<file path="config.mk">
export PLATFORM = sky130hd
export DESIGN_NAME = stream_rr_arbiter
export DESIGN_NICKNAME = d
export VERILOG_FILES = /design/src/rtl/stream_utils_pkg.sv /design/src/rtl/stream_rr_arbiter_rr_pick.sv /design/src/rtl/stream_rr_arbiter.sv
export SDC_FILE = /design/constraint.sdc
export NUM_CORES = 1
export LEC_CHECK = 0
export BUFFER_PORTS_ARGS = -buffer_cell sky130_fd_sc_hd__buf_2
export CAP_MARGIN = 25
export CORE_MARGIN = 2
export CORE_UTILIZATION = 42
export DETAILED_ROUTE_END_ITERATION = 7
export PLACE_DENSITY_LB_ADDON = 0.2
export SLEW_MARGIN = 20
export SYNTH_ARGS = -nofsm -noshare
export SYNTH_HDL_FRONTEND = slang
export SYNTH_SLANG_ARGS = --single-unit
</file>
<file path="constraint.sdc">
create_clock -name clk -period 2 [get_ports clk]
set_input_delay 0.4 -clock clk [delete_from_list [all_inputs] [get_ports clk]]
set_output_delay 0.4 -clock clk [all_outputs]
set_load 0.005 [all_outputs]
</file>
<file path="src/rtl/stream_utils_pkg.sv">
// Shared helpers for the stream arbiter: width functions and FSM state encoding.
package stream_utils_pkg;

  typedef enum logic {
    ST_IDLE  = 1'b0,
    ST_GRANT = 1'b1
  } arb_state_t;

  // Index width, kept at one bit minimum so single-requester builds still have a port.
  function automatic int id_width(input int n);
    return (n > 1) ? $clog2(n) : 1;
  endfunction

  function automatic int cnt_width(input int b);
    return (b > 0) ? $clog2(b + 1) : 1;
  endfunction

endpackage

</file>
<file path="src/rtl/stream_rr_arbiter_rr_pick.sv">
// Rotating-priority encoder: first set request starting at ptr, wrapping modulo N.
module rr_pick
  import stream_utils_pkg::*;
#(
  parameter int N   = 4,
  parameter int IDW = id_width(N)
) (
  input  logic [N-1:0]   req,
  input  logic [IDW-1:0] ptr,
  output logic [IDW-1:0] idx,
  output logic           any
);

  logic [IDW:0] cand;

  // ptr < N and i < N, so one conditional subtract replaces a modulo.
  always_comb begin
    idx  = '0;
    any  = 1'b0;
    cand = '0;
    for (int i = 0; i < N; i++) begin
      cand = {1'b0, ptr} + (IDW+1)'(i);
      if (cand >= (IDW+1)'(N)) cand = cand - (IDW+1)'(N);
      if (!any && req[cand[IDW-1:0]]) begin
        any = 1'b1;
        idx = cand[IDW-1:0];
      end
    end
  end

endmodule

</file>
<file path="src/rtl/stream_rr_arbiter.sv">
// Round-robin arbiter sharing one registered stream output between NUM_IN requesters,
// holding each grant for a packet or until the burst cap forces a release.
module stream_rr_arbiter
  import stream_utils_pkg::*;
#(
  parameter  int NUM_IN    = 4,
  parameter  int DW        = 32,
  parameter  int BURST_LEN = 16,
  localparam int IDW       = id_width(NUM_IN)
) (
  input  logic                 clk,
  input  logic                 rst,
  input  logic [NUM_IN*DW-1:0] s_data_i,
  input  logic [NUM_IN-1:0]    s_last_i,
  input  logic [NUM_IN-1:0]    s_valid_i,
  output logic [NUM_IN-1:0]    s_ready_o,
  output logic [DW-1:0]        m_data_o,
  output logic                 m_last_o,
  output logic [IDW-1:0]       m_id_o,
  output logic                 m_valid_o,
  input  logic                 m_ready_i,
  output logic                 busy_o
);

  localparam int CW = cnt_width(BURST_LEN);
  localparam logic [CW-1:0]  BURST_LAST = (BURST_LEN > 0) ? CW'(BURST_LEN - 1) : '0;
  localparam logic [IDW-1:0] LAST_IDX   = IDW'(NUM_IN - 1);

  arb_state_t     state, state_d;
  logic [IDW-1:0] gnt, gnt_d;
  logic [IDW-1:0] ptr, ptr_d;
  logic [IDW-1:0] pick_idx;
  logic [CW-1:0]  beat_cnt, beat_cnt_d;
  logic           pick_any;
  logic           slot_free;
  logic           xfer;
  logic           burst_done;
  logic           release_now;
  logic [DW-1:0]  cur_data;
  logic           cur_last;

  rr_pick #(
    .N   (NUM_IN),
    .IDW (IDW)
  ) u_pick (
    .req (s_valid_i),
    .ptr (ptr),
    .idx (pick_idx),
    .any (pick_any)
  );

  assign slot_free   = !m_valid_o || m_ready_i;
  assign busy_o      = (state == ST_GRANT);
  assign cur_data    = s_data_i[gnt*DW +: DW];
  assign cur_last    = s_last_i[gnt];
  assign xfer        = busy_o && s_valid_i[gnt] && slot_free;
  assign burst_done  = (BURST_LEN != 0) && (beat_cnt == BURST_LAST);
  assign release_now = xfer && (cur_last || burst_done);

  // Ready never looks at s_valid_i, so there is no valid-to-ready combinational path.
  always_comb begin
    s_ready_o = '0;
    if (busy_o) s_ready_o[gnt] = slot_free;
  end

  always_comb begin
    state_d    = state;
    gnt_d      = gnt;
    ptr_d      = ptr;
    beat_cnt_d = beat_cnt;
    case (state)
      ST_IDLE: begin
        if (pick_any) begin
          state_d    = ST_GRANT;
          gnt_d      = pick_idx;
          beat_cnt_d = '0;
        end
      end
      ST_GRANT: begin
        if (xfer && (BURST_LEN != 0)) beat_cnt_d = beat_cnt + 1'b1;
        if (release_now) begin
          state_d    = ST_IDLE;
          ptr_d      = (gnt == LAST_IDX) ? '0 : gnt + 1'b1;
          beat_cnt_d = '0;
        end
      end
      default: state_d = ST_IDLE;
    endcase
  end

  always_ff @(posedge clk) begin
    if (rst) begin
      state    <= ST_IDLE;
      gnt      <= '0;
      ptr      <= '0;
      beat_cnt <= '0;
    end else begin
      state    <= state_d;
      gnt      <= gnt_d;
      ptr      <= ptr_d;
      beat_cnt <= beat_cnt_d;
    end
  end

  // A forced burst release is flagged as last so downstream sees a closed burst.
  always_ff @(posedge clk) begin
    if (rst) begin
      m_valid_o <= 1'b0;
      m_last_o  <= 1'b0;
      m_data_o  <= '0;
      m_id_o    <= '0;
    end else if (slot_free) begin
      m_valid_o <= xfer;
      if (xfer) begin
        m_data_o <= cur_data;
        m_last_o <= cur_last || burst_done;
        m_id_o   <= gnt;
      end
    end
  end

endmodule

</file>
# [Word level (Yosys, flattened, before mapping)]
# Cells that the tools add are included.
[totals] in_bits=139 out_inout_bits=41 regBits=46
[op_classes] reduce_logical=17 n_lt_le_gt_ge=10 n_bitwise=2 addsub=9 n_eq_ne=4 mux=35 shift=1
[ops] operator="$shiftx A128 B8 Y32" n=1
[ops] operator="$mux W2" n=9
[ops] operator="$lt A2 B3 Y1 const B" n=5
[ops] operator="$mux W5" n=3
[ops] operator="$mux W1" n=13
[ops] operator="$bmux W1 S2" n=6
[ops] operator="$pmux W5 S2" n=1
[ops] operator="$ge A3 B3 Y1 const B" n=3
[ops] operator="$reduce_and A2 Y1" n=4
[ops] operator="$sub A2 B1 Y2 const B" n=4
[ops] operator="$logic_and A1 B1 Y1" n=7
[ops] operator="$add A2 B2 Y3 const B" n=2
[ops] operator="$add A5 B1 Y5 const B" n=1
[ops] operator="$eq A5 B4 Y1 const B" n=1
[ops] operator="$and A4 B4 Y4" n=1
[ops] operator="$logic_not A1 Y1" n=4
[ops] operator="$mux W4" n=1
[ops] operator="$add A2 B1 Y3 const B" n=1
[ops] operator="$ge A2 B3 Y1 const B" n=1
[ops] operator="$ne A3 B1 Y1 const B" n=1
[ops] operator="$add A2 B1 Y2 const B" n=1
[ops] operator="$demux W1 S2" n=1
[ops] operator="$eq A2 B2 Y1 const B" n=1
[ops] operator="$ge A2 B1 Y1 const B" n=1
[ops] operator="other kinds (4)" n=5

# [Longest topological paths before layout]
# Gate-level depths: netlist of the first run.
[depth] depth_word=16 depth_mapped=7

# [Hierarchy]
# A second synthesis of the first run with hierarchy kept.
[hier_totals] hier_cells=280 hier_area_um2=2695.1
[modules_own_cells] mod="stream_rr_arbiter" area_per_inst_um2=2617.5 seq_area_each_um2=920.9 instances=1 cells_per_inst=265
[modules_own_cells] mod="rr_pick" area_per_inst_um2=77.6 seq_area_each_um2=0.0 instances=1 cells_per_inst=15

# [Worst setup path after synthesis of the first run]
# Ideal clock, no wire load.
[synth_timing] kind="register to register" start="reg gnt[0]" end="reg m_data_o[10]" setup_slack_ns=0.232 stages_incl_launch_ff=7 t_required_ns=1.868 arrival_time_ns=1.636 path_cell_list="dfxtp_1 -> mux4_1 -> and3_1 -> buf_2 -> buf_2 -> nand2_1 -> a21oi_1"
[synth_via] elab_chain_cells=5
[synth_rtl] element="start: declaration" line="stream_rr_arbiter.sv:30" text="logic [IDW-1:0] gnt, gnt_d;"
[synth_rtl] element="start signal: assignment" line="stream_rr_arbiter.sv:99" text="gnt <= gnt_d;"
[synth_rtl] element="branches (longest 5 deep; another with $shiftx A128 B8 Y32)"
[synth_rtl] element="end signal: assignment" line="stream_rr_arbiter.sv:115" text="m_data_o <= cur_data;"
[synth_rtl] element="end: declaration" line="stream_rr_arbiter.sv:17" text="output logic [DW-1:0] m_data_o,"
# Several ways; the timed one is not identified. The select of a mux whose other input is x is not followed.
# A chain may end at the register's enable or synchronous reset.

# [Worst setup path after layout of the first run]
[layout_timing] start="reg gnt[1]" end="out s_ready_o[3]"
[layout_via] elab_chain_cells=6
[layout_rtl] element="$lt A2 B3 Y1 (implied by the code) / $ge A2 B1 Y1 (equally long branches)" line="stream_rr_arbiter.sv:63" text="if (busy_o) s_ready_o[gnt] = slot_free;"
[layout_rtl] element="$logic_and A1 B1 Y1 (implied by the code)" line="stream_rr_arbiter.sv:63"
[layout_rtl] element="$mux W1 (implied by the code)" line="stream_rr_arbiter.sv:63"
[layout_rtl] element="$demux W1 S2 *" line="stream_rr_arbiter.sv:63"
[layout_rtl] element="$and A4 B4 Y4 (no line) *"
[layout_rtl] element="$mux W4 *" line="stream_rr_arbiter.sv:63"
[layout_rtl] element="end: declaration" line="stream_rr_arbiter.sv:16" text="output logic [NUM_IN-1:0] s_ready_o,"
# Mark *: on every way between the ends. The rest lies on a longest branch, timed or not.

==> results of run 1 <==
-- Yosys cell counts --
master	instances
and2_1	1
nor2_1	5
clkbuf_1	10
nand2_1	74
o21a_1	1
inv_1	5
dfxtp_1	46
mux4_1	3
and3_1	6
buf_1	2
a31o_2	1
ha_1	6
nor2b_1	1
nand4_1	4
a21oi_1	46
or4_1	1
o21ai_0	1
mux2i_1	3
nand2b_1	2
nand4b_1	3
buf_6	2
nor4_1	1
mux2_2	1
o2111ai_2	1
nand3_1	7
a31oi_1	2
o221ai_1	1
or2_1	1
buf_2	10
mux4_2	31
or3_1	1
buf_4	2
-- state kept, by name, indices dropped and copies added (netlist names) --
name       count
beat_cnt       5
busy_o         1
gnt            2
m_data_o      32
m_id_o         2
m_last_o       1
m_valid_o      1
ptr            2
-- worst max-delay path: stages (launching register included) --
cell	delay [ns]
dfxtp_2	0.48
buf_4	0.27
ha_1	0.19
and3_1	0.15
buf_2	0.11
-- final timing paths --
path,slack [ns],depth (start not counted),startpoint,endpoint
worst max-delay path,0.09,4,gnt[1],s_ready_o[3]
worst min register to register,0.45,2,m_id_o[1],m_id_o[1]
worst max register to register,0.19,5,gnt[0],m_data_o[23]
worst min-delay path,0.45,2,m_id_o[1],m_id_o[1]
-- metrics by stage --
step                instance area [um2]  power [mW]  util [%]
detailed placement                 3700       1.615     58.60
finish                             3857       2.416     61.10
global placement                   3700       1.602     58.60
global route                       3857       2.550     61.10
CTS                                3845       2.437     60.90
floorplan                          2725       1.357         -
-- power breakdown --
part / total (mW) / switching, mW / internal (mW)
clock network: 0.819 / 0.319 / 0.501
registers: 1.01 / 0.0365 / 0.973
logic: 0.588 / 0.261 / 0.327
-- area by class of cell --
type | count | area (um2) | share of cell area (%)
Tap cell | 77 | 96.34 | 2.498
Multi-Input combinational cell | 204 | 1665 | 43.17
Sequential cell | 46 | 923.4 | 23.94
Timing Repair Buffer | 190 | 1016 | 26.34
Clock inverter | 3 | 68.82 | 1.784
Clock buffer | 5 | 68.82 | 1.784
Inverter | 5 | 18.77 | 0.4865
-- logic make-up after synthesis --
logic type               synth area share [%]
AND/OR/NAND/NOR                         17.31
adder cells (fa/ha/maj)                 2.755
flip-flops                              33.79
multiplexers                            30.03
AO/OA/AOI/OAI                           10.56
buffers and inverters                   5.556
-- metal layers --
| layer | vias up | wire length (um) | GRT usage, % |
|---|---|---|---|
| met5 | - | 0 | 0 |
| met4 | 0 | 112 | 6.061 |
| met3 | 11 | 519 | 4.228 |
| met2 | 118 | 3904 | 35.79 |
| met1 | 1325 | 3105 | 24.45 |
| li1 | 1362 | - | - |
-- repair_timing --
action | CTS | global route
endpoints found under the setup margin | 3 | 7
gates cloned | 0 | 0
gates resized for setup | 2 | 3
setup buffers | 0 | 0
==> results.txt, run 1 <==
Final period utilization = 95.39%
Horiz. Die Dim = 84.55 um
Gr usage total = 20.12%
Leakage power = 1.747 nW
Crit path DAT = 1.51 ns
Relative slew slack = 69.35%
Most frequent cells in the layout = buf_2 (179), nand2_1 (74), a21oi_1 (46), dfxtp_1 (44), mux4_2 (32)
Worst-path clk slew = 0.09 ns
RD Place Congestion = 0.7439
Vias per cell = 5.313
CTS tree = done
Placed Cells incl. Taps = 522
Largest area contributor in the netlist = dfxtp_1
Final worst setup slack = 0.09215 ns
Vias in the first global route = 2596
Cells after Synth = 281
Max Cap Violations = 0
Synth top area share = 33.79%
Final setup fails = 0
Top cells by area, synth = dfxtp_1 (34%), mux4_2 (26%), nand2_1 (10%)
Initial antenna violation count = 0
Die Span Y = 84.55 um
Tmin final = 1.908 ns
Global route total overflow = 0
Final hold viol count = 0
Max Slew Vio Count = 0
CP Class = reg -> out
RSZ-0062 raised after global routing = false
Clock buffer depth = 2
Pin count of the biggest net entering global routing = 40
Commonest non-fill, non-tap cell in the layout = buf_2
Seq/Total Area, Yosys = 33.79%
DRT Pass-1 Iters = 4
CP Max Fanout = 13
First-pass GRT wire length = 11740 um
Cell variety after synth = 32
Share of cells above drive strength 1 = 52.10%
HPWL after DPL = 5889 um
Port Buffer Count = 179
WHS = 0.4529 ns
Via count = 2816
DRT antenna net count = 0
CP Capture Type = primary output
Clock root buffer = clkbuf_8
PwrDens = 626.4 mW/mm2
Nets = 597
Post-DR wirelength/cell = 14.42 um
Initial core utilization = 43.16%
H-tree Lvls = 2
Layout area overhead = 41.55%
CTS sink count = 46
Setup Skew = 0.008342 ns
Core area = 0.006314 mm2
Area of the die = 0.007149 mm2
# diodes = 0
FILL cells = 577
Post-Syn Nets = 426
Max Clk Rate = 0.5242 GHz
Post-synthesis register bit count = 46
Initial DRC Count = 81
Final cell count without fillers = 530
Later-pin clock latency in the skew report = 0.30 ns
Pre-CTS setup slack = 0.04544 ns
WL final = 7641 um
Mapped cell area = 0.002725 mm2
Io pins = 180
Setup TNS = 0 ns
Worst IR Drop VDD = 0.0003557 V
Worst-margin pin slew = 0.4556 ns
Avg Inst Size Synth = 9.698 um2
Cts hold-fix bufs = 0
Residual DRC = 0
Startpoint Class = flop
Ys Warns = 0
Total CTS buffers = 5
Outcome = finished, final reports clean
Data required time at the worst endpoint = 1.60 ns
Rows = 29
Hold crit path type = reg -> reg
(Power assumes the default switching activity.)
==> run 2: changes to the inputs <==
--- a/config.mk
+++ b/config.mk
@@ -8,7 +8,8 @@
 export BUFFER_PORTS_ARGS = -buffer_cell sky130_fd_sc_hd__buf_2
 export CAP_MARGIN = 25
 export CORE_MARGIN = 2
-export CORE_UTILIZATION = 42
+export CORE_UTILIZATION = 44
+export CTS_BUF_LIST = sky130_fd_sc_hd__clkbuf_8
 export DETAILED_ROUTE_END_ITERATION = 7
 export PLACE_DENSITY_LB_ADDON = 0.2
 export SLEW_MARGIN = 20
==> results.txt, run 2 (same netlist as run 1, synthesis figures left out) <==
Core area = 0.005956 mm2 (-5.7%)
Worst-path clk slew = 0.09 ns (about the same)
Port Buffer Count = 179 (unchanged)
Final period utilization = 93.68% (-1.7 points)
Clock root buffer = clkbuf_8
Gr usage total = 22.01% (+1.9 points)
Rows = 28 (-3.4%)
Gate power share = 27.5% (+3.2 points)
RSZ-0062 raised after global routing = false
P_int = 1.552 mW (-14%)
Top Registers = m_data_o (32), beat_cnt (5)
Die Span Y = 82.70 um (-2.2%)
Horiz. Die Dim = 82.70 um (-2.2%)
Final setup fails = 0 (unchanged)
Setup Skew = 0.005882 ns (-0.002460 ns)
Part of the power in registers = 46.6% (+4.8 points)
Worst-margin pin slew = 0.4194 ns (-0.03623 ns)
CP Max Fanout = 15 (+2)
CTS sink count = 46 (unchanged)
DRT antenna net count = 0 (unchanged)
WL final = 7913 um (+3.6%)
Crit path cell chain = buf_4, ha_1, and3_1, buf_2
Hold crit path type = in -> reg
PwrDens = 564.1 mW/mm2 (-9.9%)
Vias per cell = 5.341 (+0.52%)
Vias in the first global route = 2601 (+0.19%)
Most frequent cells in the layout = buf_2 (179), nand2_1 (74), a21oi_1 (46), dfxtp_1 (44), mux4_2 (31)
Startpoint Class = flop
Post-DR wirelength/cell = 14.82 um (+2.8%)
Setup TNS = 0 ns (unchanged)
Data required time at the worst endpoint = 1.60 ns (about the same)
HPWL after DPL = 6322 um (+7.4%)
# diodes = 0 (unchanged)
H-tree Lvls = 2 (unchanged)
Outcome = finished, final reports clean
Area of the die = 0.006839 mm2 (-4.3%)
DRT Pass-1 Iters = 4 (unchanged)
CP max stage cell = dfxtp_2
Via count = 2852 (+1.3%)
Sw power = 0.6145 mW (-0.22%)
Share of cells above drive strength 1 = 52.29% (+0.19 points)
Worst IR Drop VDD = 0.0003241 V (-8.9%)
CP Class = reg -> out
Clock buffer depth = 2 (unchanged)
Tmin final = 1.874 ns (-0.03425 ns)
Clock power share = 26.0% (-7.9 points)
CTS tree = done
Later-pin clock latency in the skew report = 0.30 ns (about the same)
Top reg by flops = m_data_o
Max Cap Violations = 0 (unchanged)
Initial core utilization = 45.76% (+2.6 points)
Residual DRC = 0 (unchanged)
Crit path DAT = 1.47 ns (-0.04 ns)
Util after Layout = 64.47% (+3.4 points)
Max reg flops = 32 (unchanged)
Critical Path Max Stage Delay = 0.41 ns (-0.07 ns)
CP Capture Type = primary output
Setup bufs post-CTS = 0 (unchanged)
Initial DRC Count = 106 (+31%)
Commonest non-fill, non-tap cell in the layout = buf_2
Leakage power = 1.752 nW (+0.27%)
FILL cells = 523 (-9.4%)
Total CTS buffers = 5 (unchanged)
Bufs and invs on worst path = 2 (unchanged)
First-pass GRT wire length = 11630 um (-0.88%)
Io pins = 180 (unchanged)
Cts hold-fix bufs = 0 (unchanged)
Layout area overhead = 40.91%
Max Slew Vio Count = 0 (unchanged)
Final hold viol count = 0 (unchanged)
CP top delay family = flip-flops
Relative slew slack = 72.00% (+2.7 points)
Nets = 603 (+1.0%)
RD Place Congestion = 0.7971 (+7.2%)
Max Clk Rate = 0.5337 GHz (+1.8%)
Sw frac = 28.37% (+2.9 points)
Initial antenna violation count = 0 (unchanged)
Global route total overflow = 0 (unchanged)
Pin count of the biggest net entering global routing = 29 (-28%)
[run 2: routing by layer]
metal / vias to the layer above / share of wire, % / track usage (%)
met5: - / 0 / 0
met4: 0 / 0.44 / 6.393
met3: 2 / 8.2 / 3.370
met2: 135 / 54 / 41.29
met1: 1338 / 37 / 25.70
li1: 1377 / - / -
[run 2: power by group through the flow]
stage	sequential (mW)	combinational, mW	clock (mW)
global route	1.02	0.662	0.623
finish	1.01	0.595	0.563
CTS	1.01	0.602	0.580
detailed placement	1.03	0.599	0
global placement	1.03	0.581	0
floorplan	1.03	0.330	0
[run 2: path summary, 6_finish.rpt]
kind                start           end  slack [ns]  cells past startpoint
min                   rst        gnt[0]        0.42                      2
max reg2reg        gnt[0]  m_data_o[14]        0.14                      5
min reg2reg  m_data_o[18]  m_data_o[18]        0.45                      2
max                gnt[0]  s_ready_o[3]        0.13                      4
[run 2: timing repair]
| action | in CTS | in global routing |
|---|---|---|
| setup endpoints to repair | 2 | 2 |
| gates cloned | 0 | 0 |
| endpoints found under the hold margin | 0 | 0 |
| gates resized for setup | 2 | 1 |
| pin swaps | 0 | 0 |
[run 2: stage by stage]
stage	worst slack [ns]	power, mW	instances	hold WS [ns]	area, um2
2_1_floorplan	0.2318	1.357	281	0.4436	2725
3_3_place_gp	0.1540	1.609	526	0.4391	3737
3_5_place_dp	0.09337	1.629	526	0.4449	3737
4_1_cts	0.04800	2.191	534	0.4234	3835
5_1_grt	0.008433	2.302	534	0.4400	3840
6_report	0.1264	2.166	534	0.4212	3840
[run 2: worst reg2reg max path, cell delays in order, from the launching register on]
cell and delay [ns]:
dfxtp_2 0.41, mux4_1 0.65, and3_1 0.31, buf_4 0.24
nand2_1 0.09, a21oi_1 0.06
[run 2: cell type report]
cell class,count,area [um2],area share [%]
Clock buffer,5,68.82,1.792
Clock inverter,3,21.27,0.5539
Inverter,5,18.77,0.4888
Multi-Input combinational cell,204,1653,43.04
Sequential cell,46,923.4,24.05
Tap cell,75,93.84,2.444
Timing Repair Buffer,196,1061,27.63
